==> src/rtl/hazard_if.sv <==
// rtl/hazard_if.sv - pipeline-to-hazard-controller signal bundle
interface hazard_if;
    // ID stage
    logic       id_valid;
    logic [6:0] id_opcode;
    logic [3:0] id_funct;
    logic [4:0] id_rs1;
    logic [4:0] id_rs2;
    logic       id_use_rs1;
    logic       id_use_rs2;
    // ID/EX register contents
    logic [4:0] ex_rd;
    logic       ex_reg_write;
    logic       ex_mem_read;
    // EX/MEM register contents
    logic [4:0] mem_rd;
    logic       mem_reg_write;
    // control-flow resolution in EX
    logic       ex_branch_taken;
    logic       ex_jump;
    // hazard controls back to the pipeline
    logic       stall;
    logic       idex_bubble;
    logic       flush_ifid;
    logic       ex_hold;
    logic [1:0] fwd_a;
    logic [1:0] fwd_b;

    modport master (
        output id_valid, id_opcode, id_funct, id_rs1, id_rs2, id_use_rs1, id_use_rs2,
        output ex_rd, ex_reg_write, ex_mem_read, mem_rd, mem_reg_write,
        output ex_branch_taken, ex_jump,
        input  stall, idex_bubble, flush_ifid, ex_hold, fwd_a, fwd_b
    );

    modport slave (
        input  id_valid, id_opcode, id_funct, id_rs1, id_rs2, id_use_rs1, id_use_rs2,
        input  ex_rd, ex_reg_write, ex_mem_read, mem_rd, mem_reg_write,
        input  ex_branch_taken, ex_jump,
        output stall, idex_bubble, flush_ifid, ex_hold, fwd_a, fwd_b
    );
endinterface

==> src/rtl/hazard_ctrl.sv <==
// rtl/hazard_ctrl.sv - load-use, redirect, multicycle-multiply hazard control and forwarding selects
module hazard_ctrl (
    input  logic     clk,
    input  logic     rst_n,
    hazard_if.slave  bus
);

    typedef enum logic {
        RUN     = 1'b0,
        MULWAIT = 1'b1
    } state_t;

    localparam logic [6:0] OP_ALU_R  = 7'b0000001;
    localparam logic [6:0] OP_MULI   = 7'b0000100;
    localparam logic [3:0] FN_MUL    = 4'b0010;
    localparam logic [3:0] FN_MA     = 4'b1001;

    localparam logic [1:0] FWD_RF    = 2'b00;
    localparam logic [1:0] FWD_EXMEM = 2'b01;
    localparam logic [1:0] FWD_MEMWB = 2'b10;

    state_t     state;
    state_t     state_nxt;
    logic [1:0] mul_cnt;
    logic [1:0] mul_cnt_nxt;

    logic       load_use;
    logic       redirect;
    logic       id_is_mul;

    logic       stall_c;
    logic       bubble_c;
    logic       flush_c;
    logic       hold_c;

    logic [1:0] fwd_a_q;
    logic [1:0] fwd_b_q;
    logic [1:0] fwd_a_c;
    logic [1:0] fwd_b_c;

    // Operand source select: the newest producer (EX/MEM) wins over MEM/WB; x0 never forwards
    // because a zero destination never matches through the rd!=0 terms.
    function automatic logic [1:0] fwd_sel(
        input logic [4:0] rs,
        input logic [4:0] exrd,
        input logic       exw,
        input logic [4:0] memrd,
        input logic       memw
    );
        if (exw && (exrd != 5'd0) && (rs == exrd)) begin
            return FWD_EXMEM;
        end else if (memw && (memrd != 5'd0) && (rs == memrd)) begin
            return FWD_MEMWB;
        end else begin
            return FWD_RF;
        end
    endfunction

    assign id_is_mul = ((bus.id_opcode == OP_ALU_R) &&
                        ((bus.id_funct == FN_MUL) || (bus.id_funct == FN_MA))) ||
                       (bus.id_opcode == OP_MULI);

    assign load_use = bus.id_valid && bus.ex_mem_read && (bus.ex_rd != 5'd0) &&
                      ((bus.id_use_rs1 && (bus.id_rs1 == bus.ex_rd)) ||
                       (bus.id_use_rs2 && (bus.id_rs2 == bus.ex_rd)));

    assign redirect = bus.ex_branch_taken || bus.ex_jump;

    assign fwd_a_c = fwd_sel(bus.id_rs1, bus.ex_rd, bus.ex_reg_write, bus.mem_rd, bus.mem_reg_write);
    assign fwd_b_c = fwd_sel(bus.id_rs2, bus.ex_rd, bus.ex_reg_write, bus.mem_rd, bus.mem_reg_write);

    // State register and multiply wait counter; reset aborts any multiply wait
    always_ff @(posedge clk or negedge rst_n) begin
        if (!rst_n) begin
            state   <= RUN;
            mul_cnt <= 2'd0;
        end else begin
            state   <= state_nxt;
            mul_cnt <= mul_cnt_nxt;
        end
    end

    // Next-state and hazard controls: redirect beats load-use, multiply wait masks both
    always_comb begin
        state_nxt   = state;
        mul_cnt_nxt = mul_cnt;
        stall_c     = 1'b0;
        bubble_c    = 1'b0;
        flush_c     = 1'b0;
        hold_c      = 1'b0;
        case (state)
            RUN: begin
                if (redirect) begin
                    flush_c  = 1'b1;
                    bubble_c = 1'b1;
                end else if (load_use) begin
                    stall_c  = 1'b1;
                    bubble_c = 1'b1;
                end else if (bus.id_valid && id_is_mul) begin
                    // multiply enters EX this edge and occupies it for two more cycles
                    state_nxt   = MULWAIT;
                    mul_cnt_nxt = 2'd2;
                end
            end
            MULWAIT: begin
                stall_c     = 1'b1;
                hold_c      = 1'b1;
                mul_cnt_nxt = mul_cnt - 2'd1;
                if (mul_cnt <= 2'd1) begin
                    state_nxt   = RUN;
                    mul_cnt_nxt = 2'd0;
                end
            end
            default: begin
                state_nxt   = RUN;
                mul_cnt_nxt = 2'd0;
            end
        endcase
    end

    // Forwarding selects travel with the instruction into EX: cleared by a bubble, frozen by a hold
    always_ff @(posedge clk or negedge rst_n) begin
        if (!rst_n) begin
            fwd_a_q <= FWD_RF;
            fwd_b_q <= FWD_RF;
        end else if (bubble_c) begin
            fwd_a_q <= FWD_RF;
            fwd_b_q <= FWD_RF;
        end else if (!(stall_c || hold_c)) begin
            fwd_a_q <= fwd_a_c;
            fwd_b_q <= fwd_b_c;
        end
    end

    // Controls are forced low for the whole time reset is held, independent of the clock
    assign bus.stall       = rst_n && stall_c;
    assign bus.idex_bubble = rst_n && bubble_c;
    assign bus.flush_ifid  = rst_n && flush_c;
    assign bus.ex_hold     = rst_n && hold_c;
    assign bus.fwd_a       = fwd_a_q;
    assign bus.fwd_b       = fwd_b_q;

endmodule

==> src/flat_wrapper.sv <==
// flat-port wrapper written by rule: the top's interface ports become plain ports
module hazard_ctrl_flat 
  (clk, rst_n, bus_id_valid, bus_id_opcode, bus_id_funct, bus_id_rs1, bus_id_rs2, bus_id_use_rs1, bus_id_use_rs2, bus_ex_rd, bus_ex_reg_write, bus_ex_mem_read, bus_mem_rd, bus_mem_reg_write, bus_ex_branch_taken, bus_ex_jump, bus_stall, bus_idex_bubble, bus_flush_ifid, bus_ex_hold, bus_fwd_a, bus_fwd_b);
  hazard_if bus_i ();
  input  logic clk;
  input  logic rst_n;
  input wire logic [$bits(bus_i.id_valid)-1:0] bus_id_valid;
  input wire logic [$bits(bus_i.id_opcode)-1:0] bus_id_opcode;
  input wire logic [$bits(bus_i.id_funct)-1:0] bus_id_funct;
  input wire logic [$bits(bus_i.id_rs1)-1:0] bus_id_rs1;
  input wire logic [$bits(bus_i.id_rs2)-1:0] bus_id_rs2;
  input wire logic [$bits(bus_i.id_use_rs1)-1:0] bus_id_use_rs1;
  input wire logic [$bits(bus_i.id_use_rs2)-1:0] bus_id_use_rs2;
  input wire logic [$bits(bus_i.ex_rd)-1:0] bus_ex_rd;
  input wire logic [$bits(bus_i.ex_reg_write)-1:0] bus_ex_reg_write;
  input wire logic [$bits(bus_i.ex_mem_read)-1:0] bus_ex_mem_read;
  input wire logic [$bits(bus_i.mem_rd)-1:0] bus_mem_rd;
  input wire logic [$bits(bus_i.mem_reg_write)-1:0] bus_mem_reg_write;
  input wire logic [$bits(bus_i.ex_branch_taken)-1:0] bus_ex_branch_taken;
  input wire logic [$bits(bus_i.ex_jump)-1:0] bus_ex_jump;
  output wire logic [$bits(bus_i.stall)-1:0] bus_stall;
  output wire logic [$bits(bus_i.idex_bubble)-1:0] bus_idex_bubble;
  output wire logic [$bits(bus_i.flush_ifid)-1:0] bus_flush_ifid;
  output wire logic [$bits(bus_i.ex_hold)-1:0] bus_ex_hold;
  output wire logic [$bits(bus_i.fwd_a)-1:0] bus_fwd_a;
  output wire logic [$bits(bus_i.fwd_b)-1:0] bus_fwd_b;
  assign bus_i.id_valid = bus_id_valid;
  assign bus_i.id_opcode = bus_id_opcode;
  assign bus_i.id_funct = bus_id_funct;
  assign bus_i.id_rs1 = bus_id_rs1;
  assign bus_i.id_rs2 = bus_id_rs2;
  assign bus_i.id_use_rs1 = bus_id_use_rs1;
  assign bus_i.id_use_rs2 = bus_id_use_rs2;
  assign bus_i.ex_rd = bus_ex_rd;
  assign bus_i.ex_reg_write = bus_ex_reg_write;
  assign bus_i.ex_mem_read = bus_ex_mem_read;
  assign bus_i.mem_rd = bus_mem_rd;
  assign bus_i.mem_reg_write = bus_mem_reg_write;
  assign bus_i.ex_branch_taken = bus_ex_branch_taken;
  assign bus_i.ex_jump = bus_ex_jump;
  assign bus_stall = bus_i.stall;
  assign bus_idex_bubble = bus_i.idex_bubble;
  assign bus_flush_ifid = bus_i.flush_ifid;
  assign bus_ex_hold = bus_i.ex_hold;
  assign bus_fwd_a = bus_i.fwd_a;
  assign bus_fwd_b = bus_i.fwd_b;
  hazard_ctrl u_core (.clk(clk), .rst_n(rst_n), .bus(bus_i));
endmodule
==> config.mk <==
export PLATFORM = sky130hd
export DESIGN_NAME = hazard_ctrl_flat
export DESIGN_NICKNAME = d
export VERILOG_FILES = /design/src/rtl/hazard_if.sv /design/src/rtl/hazard_ctrl.sv /design/src/flat_wrapper.sv
export SDC_FILE = /design/constraint.sdc
export NUM_CORES = 1
export LEC_CHECK = 0
export ABC_AREA = 1
export BUFFER_PORTS_ARGS = -buffer_cell sky130_fd_sc_hd__buf_2
export CAP_MARGIN = 30
export CORE_MARGIN = 10
export CORE_UTILIZATION = 42
export CTS_CLUSTER_SIZE = 20
export DETAILED_ROUTE_END_ITERATION = 8
export PLACE_DENSITY = 0.89
export SLEW_MARGIN = 20
export SYNTH_ARGS = -nofsm -noshare
export SYNTH_HDL_FRONTEND = slang
export SYNTH_SLANG_ARGS = --single-unit
==> constraint.sdc <==
create_clock -name clk -period 1.22 [get_ports clk]
set_input_delay 0.183 -clock clk [delete_from_list [all_inputs] [get_ports clk]]
set_output_delay 0.183 -clock clk [all_outputs]
set_load 0.02 [all_outputs]
Word level (Yosys, flattened, before mapping) --
Index checks and enable logic that the tools add are counted.
Cells by class: bitwise logic cells 1, reductions and logical operators 25, mux-type cells 26, eq/ne operators 12, add/subtract/negate cells 1, magnitude comparators 1
Operator list (number):
- two-way mux 2 bit | 12
- == test 5 bit | 4
- logical AND 1 bit | 17
- two-way mux 1 bit | 11
- nonzero test 5 bit | 2
- == test 7 x 1 -> 1 bit (second input constant) | 1
- == test 7 x 3 -> 1 bit (second input constant) | 1
- logical OR 1 bit | 5
- == test 4 x 2 -> 1 bit (second input constant) | 1
- == test 4 bit (second input constant) | 1
- != test 2 x 1 -> 1 bit (second input constant) | 2
- != test 2 bit (second input constant) | 2
- case mux 1 bit (2 select lines) | 2
- case mux 2 bit (2 select lines) | 1
- AND reduction 3 bit | 1
- <= comparator 2 x 1 -> 1 bit (second input constant) | 1
- subtractor 2 x 1 -> 2 bit (second input constant) | 1
- NOT 1 bit | 1
Storage, ports and cells: input bits 41, flip-flop bits (word level) 7, output and inout bits 8, word-level logic and storage cells 70

Longest topological paths before layout --
Gate-level depths: netlist of the first run.
depth after elaboration 10, depth in mapped cells 10, gate-level depth less buffers 10

Worst setup path before layout of the first run --
Ideal clock, no wire load.
path type register -> output, from register u_core.state, to output port bus_flush_ifid, path buffers 1, required time 1.037 ns, arrival 1.064 ns, cell stages (with the launch flop) 5, setup slack -0.027 ns, path through dfrtp_1 -> buf_4 -> inv_1 -> nand2_1 -> nor2_1
Between the ends: longest elaborated chain between the ends 2
RTL lines:
- start: declaration | RTL line hazard_ctrl.sv:22 | state_t state;
- start signal: assignment | RTL line hazard_ctrl.sv:78 | state <= state_nxt;
- two-way mux 1 bit | RTL line hazard_ctrl.sv:91 | case (state)
- logical AND 1 bit | RTL line hazard_ctrl.sv:138 | assign bus.flush_ifid = rst_n && flush_c;
- end: declaration | RTL line flat_wrapper.sv:23 | output wire logic [$bits(bus_i.flush_ifid)-1:0] bus_flush_ifid;
No other way between the ends.

Worst setup path after layout of the first run --
from input port bus_ex_rd[4], to output port bus_idex_bubble
Between the ends: longest elaborated chain between the ends 8, elaborated cells on any way between the ends 12, those cells by class eq/ne (2); mux (3); reduce/logical (7)
RTL lines:
- start: declaration | RTL line flat_wrapper.sv:14 | input wire logic [$bits(bus_i.ex_rd)-1:0] bus_ex_rd;
- == test 5 bit (on tied branches) | RTL line hazard_ctrl.sv:64, hazard_ctrl.sv:65
- logical AND 1 bit (on tied branches) | RTL line hazard_ctrl.sv:64, hazard_ctrl.sv:65
- logical OR 1 bit | RTL line hazard_ctrl.sv:64 | ((bus.id_use_rs1 && (bus.id_rs1 == bus.ex_rd)) ||
- logical AND 1 bit * | RTL line hazard_ctrl.sv:63 | assign load_use = bus.id_valid && bus.ex_mem_read && (bus.ex_rd != 5'd0) &&
- two-way mux 1 bit * | RTL line hazard_ctrl.sv:96 | end else if (load_use) begin
- two-way mux 1 bit * | RTL line hazard_ctrl.sv:93 | if (redirect) begin
- two-way mux 1 bit * | RTL line hazard_ctrl.sv:91
- logical AND 1 bit * | RTL line hazard_ctrl.sv:137 | assign bus.idex_bubble = rst_n && bubble_c;
- end: declaration | RTL line flat_wrapper.sv:22 | output wire logic [$bits(bus_i.idex_bubble)-1:0] bus_idex_bubble;
Mark *: on every way between the ends. The rest lies on a longest branch, timed or not.

==> impl_metrics.json, run 1 <==
{
  "tightest_slew_ps": 334,
  "fillers": 92,
  "place_congestion": 0.858,
  "antenna_found_initial": 0,
  "drcViolationCount": 0,
  "synth_mux_area_share_pct": 0,
  "dr.pass1.iters": 4,
  "area_growth_pct": 97.0,
  "worstPathCellList": "buf_6 -> inv_2 -> nand2_2 -> nand2_2 -> nor2_4 -> nand4_1 -> nand2_2 -> nand3_4 -> a21oi_2 -> buf_6",
  "cp.required_ps": 1040,
  "ioPinCount": 49,
  "min_period_ps": 1480,
  "ir_drop_uv": 788,
  "clk_pin_slew_ps": 60,
  "syn_inst": 144,
  "p_per_area_mw_per_mm2": 558,
  "ys_ff_latch": 7,
  "clockRootBuffer": "clkbuf_4",
  "finalMaxSlewViolations": 0,
  "cellInternalPower_uw": 565,
  "synth-adder-area-share_pct": 0,
  "synth_fp_nets": 185,
  "setup_viol": 8,
  "arrival_ps": 1300,
  "grt_pass1_vias": 1238,
  "holdWs_ps": 380,
  "drive_gt1_share_pct": 57.1,
  "yosys_warnings": 0,
  "wl_per_cell_um": 18.0,
  "drtAntennaViolNets": 0,
  "maxCapViolCount": 0,
  "grt_first_pass_wirelength_um": 5180,
  "insertion_delay_ps": 260,
  "die_h_um": 63.7,
  "synth_compound_area_share_pct": 8.88,
  "rows": 15,
  "htree_num_levels": 1,
  "yosys.cell_types.count": 21,
  "finalCritPeriodShare_pct": 122,
  "crit_path_end_kind": "output port",
  "multiInputGateArea_sq_um": 659,
  "hold_viol": 0,
  "p_comb_share_pct": 48.0,
  "numCtsBuffers": 3,
  "fin_skew_ps": 11.4,
  "crit_slowest_cell": "a21oi_2",
  "leakage_uw": 0.000892,
  "synth_area_sq_um": 803,
  "hp-class": "in -> reg",
  "diodes": 0,
  "grt-ovfl-total": 0,
  "grt_max_degree": 8,
  "totalWireLength_um": 4510,
  "max_freq_mhz": 674,
  "crit_type": "in -> out",
  "pwr-share-clk_pct": 25.0,
  "crit_fanout": 3,
  "vias": 1345,
  "fp.dieW_um": 63.7,
  "cts.path.max_buffers": 2,
  "port_buffers": 48,
  "max-slew-margin-rel_pct": 77.7,
  "status": "finished with violations",
  "clock_sinks": 7,
  "rsz0062_at_grt": "yes",
  "violations": "negative setup slack",
  "p_sw_uw": 319,
  "nets": 268,
  "p_sw_share_pct": 36.1,
  "die_area_sq_mm": 0.00406,
  "coreArea_sq_mm": 0.00176,
  "synth_xor_area_share_pct": 8.72,
  "synth_top_family_by_area": "simple AND/OR/NAND/NOR gates",
  "dp.final_hpwl_um": 2380,
  "crit_path_start_kind": "primary input",
  "worst_slack_ps": -264,
  "grt.total_usage_pct": 15.1,
  "syn_area_per_cell_sq_um": 5.58,
  "dp_slack_ps": -153,
  "initial_utilization_pct": 45.5,
  "synth_simple_gate_area_share_pct": 48.0,
  "p_seq_share_pct": 27.0,
  "viasPerCell": 5.36,
  "ys_seq_area_share_pct": 21.8,
  "register_area_sq_um": 175,
  "final_cells": 251,
  "cts_tree": "done",
  "drt_iter0_markers": 97,
  "place_inst": 232,
  "critPathMaxStageDelay_ps": 170,
  "path_common_cell": "nand2_2"
}
-- timing repair --
action / CTS / global route
endpoints found under the setup margin: 4 / 8
pin swaps: 8 / 23
hold buffers: 1 / 0
cloned: 0 / 0
resized for setup: 18 / 55
buffers inserted: 8 / 7
hold endpoints to repair: 7 / 0
-- final cells by class --
class,instances,share of cell area (%)
multi-input cells,111,41.7
repair buffers,79,37.5
flip-flops and latches,7,11.1
inverters,25,6.09
well taps,25,1.98
clock buffers,3,1.42
clock inverters,1,0.316
-- critical path, delay by kind of cell --
kind            cells  cell delay (ps)
compound gates      1              170
buf+inv             3              280
simple gates        6              670
-- registers in the layout (all words and copies together) (netlist names) --
name              cells
u_core.bus.fwd_b      2
u_core.state          1
u_core.bus.fwd_a      2
u_core.mul_cnt        2
-- cells in the final DEF, fill, tap and decap left out, types with 3 or more instances in the layout --
| master | instances |
|---|---|
| nand2_1 | 29 |
| xnor2_1 | 4 |
| nor2_2 | 3 |
| nor2_4 | 3 |
| dfrtp_1 | 7 |
| buf_4 | 26 |
| nand3_1 | 13 |
| nor2_1 | 18 |
| inv_1 | 15 |
| buf_2 | 33 |
| clkbuf_4 | 3 |
| buf_6 | 18 |
| nand2_2 | 15 |
| o21ai_2 | 5 |
| inv_2 | 9 |
-- worst paths after layout --
check                                                    from                              end  slack [ps]  cells past startpoint
worst max register to register         u_core.state$_DFF_PN0_  u_core.bus.fwd_b[1]$_DFFE_PN0P_        -120                      8
worst max-delay path                             bus_ex_rd[4]                  bus_idex_bubble        -260                     10
worst min register to register  u_core.mul_cnt[0]$_DFFE_PN0P_    u_core.mul_cnt[1]$_DFFE_PN0P_         530                      2
max in group asynchronous                               rst_n  u_core.bus.fwd_a[1]$_DFFE_PN0P_         550                      2
min in group asynchronous                               rst_n  u_core.bus.fwd_a[0]$_DFFE_PN0P_         410                      2
worst min-delay path                         bus_id_opcode[1]    u_core.mul_cnt[1]$_DFFE_PN0P_         380                      6
-- Yosys cell counts (all sizes together) --
library cell	count	area share, %
nand2	46	22
inv	25	12
nor2	24	12
nand3	15	10
o21ai	9	5.6
dfrtp	7	22
xnor2	6	6.5
a21oi	3	2.3
nand4	2	1.6
xor2	2	2.2
buf	1	0.93
nor3	1	0.62
nor4	1	0.78
o21a	1	0.93
or2	1	0.78
-- power groups by stage --
| stage | clock network [uW] | logic, uW | registers [uW] |
|---|---|---|---|
| global placement | 0 | 268 | 242 |
| floorplan | 0 | 126 | 243 |
| finish | 221 | 425 | 238 |
| global route | 241 | 452 | 239 |
| CTS | 216 | 317 | 238 |
| detailed placement | 0 | 278 | 242 |
-- per-layer routing --
metal	vias to the layer above	part of all wire (%)	GRT usage (%)
li1	618	-	-
met1	605	36	16.0
met2	97	49	26.8
met3	25	9.7	5.57
met4	0	5.0	5.19
met5	-	0	0
-- cell families (layout without fill, tap and decap cells) --
family          Yosys count  in the layout
buf+inv                  26            108
flops                     7              7
simple gates             90             90
xor+xnor                  8              8
compound gates           13             13
-- stage by stage --
step	utilization (%)	area (sq um)	power [uW]	setup TNS (ps)
CTS	76.2	1350	771	-322
global route	89.7	1580	932	-1370
floorplan	-	806	369	-6.83
global placement	67.4	1190	510	-343
detailed placement	67.4	1190	520	-572
finish	89.7	1580	884	-1060
No activity file was read; power rests on OpenSTA's default activity.
==> inputs of run 2 (changes only) <==
GPL_ROUTABILITY_DRIVEN = 0   (was default)
REMOVE_ABC_BUFFERS = 1   (was default)
SETUP_SLACK_MARGIN = 0.2   (was default)
==> impl_metrics.json, run 2 (synthesis gave the netlist of run 1 again) <==
{
  "wl_per_cell_um": 17.6,
  "crit_slowest_cell": "xor2_2",
  "insertion_delay_ps": 260,
  "nets": 273,
  "cts_tree": "done",
  "numCtsBuffers": 3,
  "fillers": 90,
  "vias": 1394,
  "rows": 15,
  "rsz0062_at_grt": "yes",
  "die_h_um": 63.7,
  "critPathMaxStageDelay_ps": 170,
  "path_common_cell": "buf_4",
  "area_growth_pct": 99.1,
  "status": "finished with violations",
  "ir_drop_uv": 556,
  "fin_util_pct": 90.6,
  "min_period_ps": 1460,
  "htree_num_levels": 1,
  "hp-class": "in -> reg",
  "cp.required_ps": 1370,
  "worst_slack_ps": -237,
  "crit_fanout": 2,
  "grt.total_usage_pct": 16.8,
  "max_freq_mhz": 686,
  "mostFrequentLayoutCell": "buf_4",
  "maxCapViolCount": 0,
  "fp.dieW_um": 63.7,
  "drt_iter0_markers": 163,
  "drtAntennaViolNets": 0,
  "most-common-layout-cells": "buf_4 (36), nand2_1 (33), buf_2 (31)",
  "initial_utilization_pct": 45.5,
  "setup_tns_ps": -837,
  "arrival_ps": 1610,
  "viasPerCell": 5.45,
  "crit_path_end_kind": "flip-flop",
  "finalCritPeriodShare_pct": 119,
  "ioPinCount": 49,
  "grt_first_pass_wirelength_um": 5800,
  "violations": "negative setup slack",
  "drive_gt1_share_pct": 56.3,
  "totalWireLength_um": 4500,
  "diodes": 0,
  "finalMaxSlewViolations": 0,
  "crit_path_start_kind": "primary input",
  "clockRootBuffer": "clkbuf_4",
  "port_buffers": 48,
  "dp.final_hpwl_um": 2480,
  "grt-ovfl-total": 0,
  "clock_sinks": 7,
  "cts.path.max_buffers": 2,
  "drcViolationCount": 0,
  "grt_max_degree": 8,
  "clk_pin_slew_ps": 50,
  "dr.pass1.iters": 4,
  "setup_viol": 8,
  "worstPathCellList": "buf_8 -> xor2_2 -> nor2_4 -> buf_4 -> buf_4 -> buf_4 -> buf_4 -> buf_4 -> nand3_2 -> nor2_1 -> nor2_1 -> nor2_1 -> nor2_1",
  "crit_type": "in -> reg",
  "max-slew-margin-rel_pct": 78.5,
  "holdWs_ps": 341,
  "die_area_sq_mm": 0.00406,
  "tightest_slew_ps": 322,
  "hold_viol": 0,
  "antenna_found_initial": 0,
  "p_per_area_mw_per_mm2": 566,
  "fin_skew_ps": 2.55,
  "grt_pass1_vias": 1356,
  "coreArea_sq_mm": 0.00176,
  "leakage_uw": 0.000914
}
## run 2: power breakdown
group / switching, uW / internal (uW) / total, uW
Combinational: 225 / 225 / 449
Clock: 91.9 / 125 / 217
Sequential: 2.99 / 236 / 239
Total: 320 / 586 / 905
## run 2: final timing paths
check,start,end,slack [ps],cells after the start
worst max-delay path,bus_id_rs1[3],u_core.bus.fwd_a[1]$_DFFE_PN0P_,-240,13
worst min-delay path,bus_id_opcode[1],u_core.mul_cnt[0]$_DFFE_PN0P_,340,7
worst max register to register,u_core.state$_DFF_PN0_,u_core.bus.fwd_a[1]$_DFFE_PN0P_,-100,7
worst min register to register,u_core.mul_cnt[0]$_DFFE_PN0P_,u_core.mul_cnt[1]$_DFFE_PN0P_,500,2
max in group asynchronous,rst_n,u_core.mul_cnt[0]$_DFFE_PN0P_,510,2
min in group asynchronous,rst_n,u_core.bus.fwd_a[1]$_DFFE_PN0P_,470,2
## run 2: what timing repair did
| item | in CTS | in global routing |
|---|---|---|
| cloned | 0 | 0 |
| resized for setup | 31 | 41 |
| hold endpoints to repair | 7 | 0 |
| setup buffers | 11 | 10 |
| pin swaps | 15 | 24 |
| endpoints found under the setup margin | 8 | 12 |
| hold buffers | 1 | 0 |
## run 2: layer usage
metal	vias to the layer above	GRT usage [%]	part of all wire, %
li1	615	-	-
met1	642	17.4	34
met2	111	29.4	50
met5	-	0	0
met3	26	7.32	11
met4	0	6.28	5.1
## run 2: area by class of cell
cell class	instances	area, sq um	share of cell area (%)
multi-input combinational	111	647	40.5
timing repair buffer	84	623	39.0
sequential	7	175	11.0
inverter	25	96.3	6.03
tap	25	31.3	1.96
clock buffer	4	26.3	1.64
## run 2: worst max-delay path, delay by kind of cell
kind | cells | cell delay (ps)
buffers and inverters | 6 | 640
AND/OR/NAND/NOR | 6 | 590
XOR/XNOR | 1 | 170
## run 2: metrics by stage
stage / worst slack, ps / total power (uW) / cells / cell area (sq um)
floorplan: 6.31 / 368 / 143 / 796
global route: -233 / 962 / 256 / 1600
global placement: -115 / 506 / 230 / 1170
finish: -237 / 905 / 256 / 1600
CTS: -114 / 802 / 246 / 1380
detailed placement: -182 / 520 / 230 / 1170
==> inputs of run 3 (changes only) <==
PLACE_DENSITY = 0.85   (was 0.89)
==> impl_metrics.json, run 3 (synthesis gave the netlist of run 1 again) <==
{
  "max-slew-margin-rel_pct": 75.7,
  "place_inst": 230,
  "drive_gt1_share_pct": 55.5,
  "numCtsBuffers": 3,
  "p_per_area_mw_per_mm2": 576,
  "setup_viol": 6,
  "finalCritPeriodShare_pct": 116,
  "hold_viol": 0,
  "final_cells": 245,
  "status": "finished with violations",
  "nets": 262,
  "initial_utilization_pct": 45.5,
  "cp.required_ps": 1040,
  "grt_pass1_vias": 1359,
  "grt.total_usage_pct": 16.7,
  "maxCapViolCount": 0,
  "clockRootBuffer": "clkbuf_4",
  "leakage_uw": 0.000863,
  "clk_pin_slew_ps": 60,
  "antenna_found_initial": 0,
  "ioPinCount": 49,
  "area_growth_pct": 90.7,
  "drcViolationCount": 0,
  "worstPathCellList": "buf_6 -> nand2_1 -> nand2_1 -> nor2_2 -> nand4_1 -> nand2_2 -> nand3_2 -> a21oi_2 -> buf_6",
  "finalInstanceArea_sq_mm": 0.00153,
  "dr.pass1.iters": 4,
  "most-common-layout-cells": "buf_2 (32), nand2_1 (31), buf_4 (22)",
  "htree_num_levels": 1,
  "fillers": 115,
  "cts_tree": "done",
  "cts.path.max_buffers": 2,
  "coreArea_sq_mm": 0.00176,
  "violations": "negative setup slack",
  "port_buffers": 48,
  "rsz0062_at_grt": "yes",
  "viasPerCell": 5.55,
  "hp-class": "in -> reg",
  "fin_skew_ps": 1.42,
  "arrival_ps": 1230,
  "die_h_um": 63.7,
  "worst_slack_ps": -195,
  "dpl_cell_area_sq_mm": 0.00117,
  "crit_slowest_cell": "nor2_2",
  "fp.dieW_um": 63.7,
  "insertion_delay_ps": 260,
  "mostFrequentLayoutCell": "buf_2",
  "vias": 1359,
  "tightest_slew_ps": 363,
  "finalMaxSlewViolations": 0,
  "crit_path_start_kind": "primary input",
  "grt-ovfl-total": 0,
  "clock_sinks": 7,
  "grt_max_degree": 8,
  "crit_type": "in -> out",
  "setup_tns_ps": -442,
  "crit_fanout": 3,
  "wl_per_cell_um": 17.7,
  "die_area_sq_mm": 0.00406,
  "ir_drop_uv": 479,
  "min_period_ps": 1410,
  "rows": 15,
  "totalWireLength_um": 4340,
  "power_uw": 882,
  "grt_first_pass_wirelength_um": 5650,
  "dp.final_hpwl_um": 2450,
  "critPathMaxStageDelay_ps": 150,
  "drt_iter0_markers": 93,
  "crit_path_end_kind": "output port",
  "drtAntennaViolNets": 0,
  "diodes": 0,
  "max_freq_mhz": 707
}
run 3: changes by cell type in the layout (fill, tap and decap cells not counted), moves of 2 or more:
cell / before / now
inv_4: 1 / 3
nand2_1: 33 / 31
o21ai_2: 3 / 7
buf_4: 36 / 22
nand2_2: 10 / 13
buf_8: 2 / 4
o21ai_1: 4 / 0
inv_2: 10 / 8
run 3: repair_timing:
| action | in CTS | in global routing |
|---|---|---|
| resized for setup | 30 | 46 |
| endpoints found under the setup margin | 6 | 11 |
| pin swaps | 21 | 24 |
| setup buffers | 6 | 4 |
| hold buffers | 1 | 0 |
| endpoints found under the hold margin | 7 | 0 |
run 3: per-stage QoR:
step	utilization, %	hold slack [ps]	worst slack [ps]
6_report	86.8	320	-195
5_1_grt	86.8	370	-239
4_1_cts	76.7	324	-160
3_5_place_dp	66.5	47.0	-175
3_3_place_gp	66.5	36.7	-133
2_1_floorplan	-	-113	6.31
run 3: per-layer routing:
layer	track usage, %	vias to the layer above	share of wire (%)
met5	0	-	0
met4	12.0	0	4.6
met3	4.18	26	9.2
met2	31.5	113	50
met1	15.2	622	36
li1	-	598	-
run 3: path summary, 6_finish.rpt:
path / from / end / slack (ps) / cells after the start
setup / recovery: bus_ex_rd[4] / bus_idex_bubble / -190 / 9
hold / removal: bus_id_opcode[1] / u_core.mul_cnt[0]$_DFFE_PN0P_ / 320 / 7
setup reg to reg: u_core.state$_DFF_PN0_ / u_core.bus.fwd_b[1]$_DFFE_PN0P_ / -20 / 7
hold reg to reg: u_core.mul_cnt[0]$_DFFE_PN0P_ / u_core.mul_cnt[1]$_DFFE_PN0P_ / 530 / 2
max in group asynchronous: rst_n / u_core.mul_cnt[0]$_DFFE_PN0P_ / 500 / 2
min in group asynchronous: rst_n / u_core.bus.fwd_b[1]$_DFFE_PN0P_ / 460 / 2
run 3: power by group:
group          internal [uW]  switching, uW  leakage [uW]
clock network            126            102     0.0000150
registers                235           3.87     0.0000975
logic                    202            212      0.000751
run 3: final cells by class:
class | instances | area [sq um] | share of cell area [%]
multi-input combinational | 111 | 644 | 42.1
clock buffer | 4 | 26.3 | 1.72
tap | 25 | 31.3 | 2.04
inverter | 25 | 101 | 6.62
timing repair buffer | 73 | 553 | 36.1
sequential | 7 | 175 | 11.4
run 3: worst max-delay path: cells and delay by family:
kind,cells,cell delay [ps]
simple gates,6,670
buf+inv,2,230
compound gates,1,150
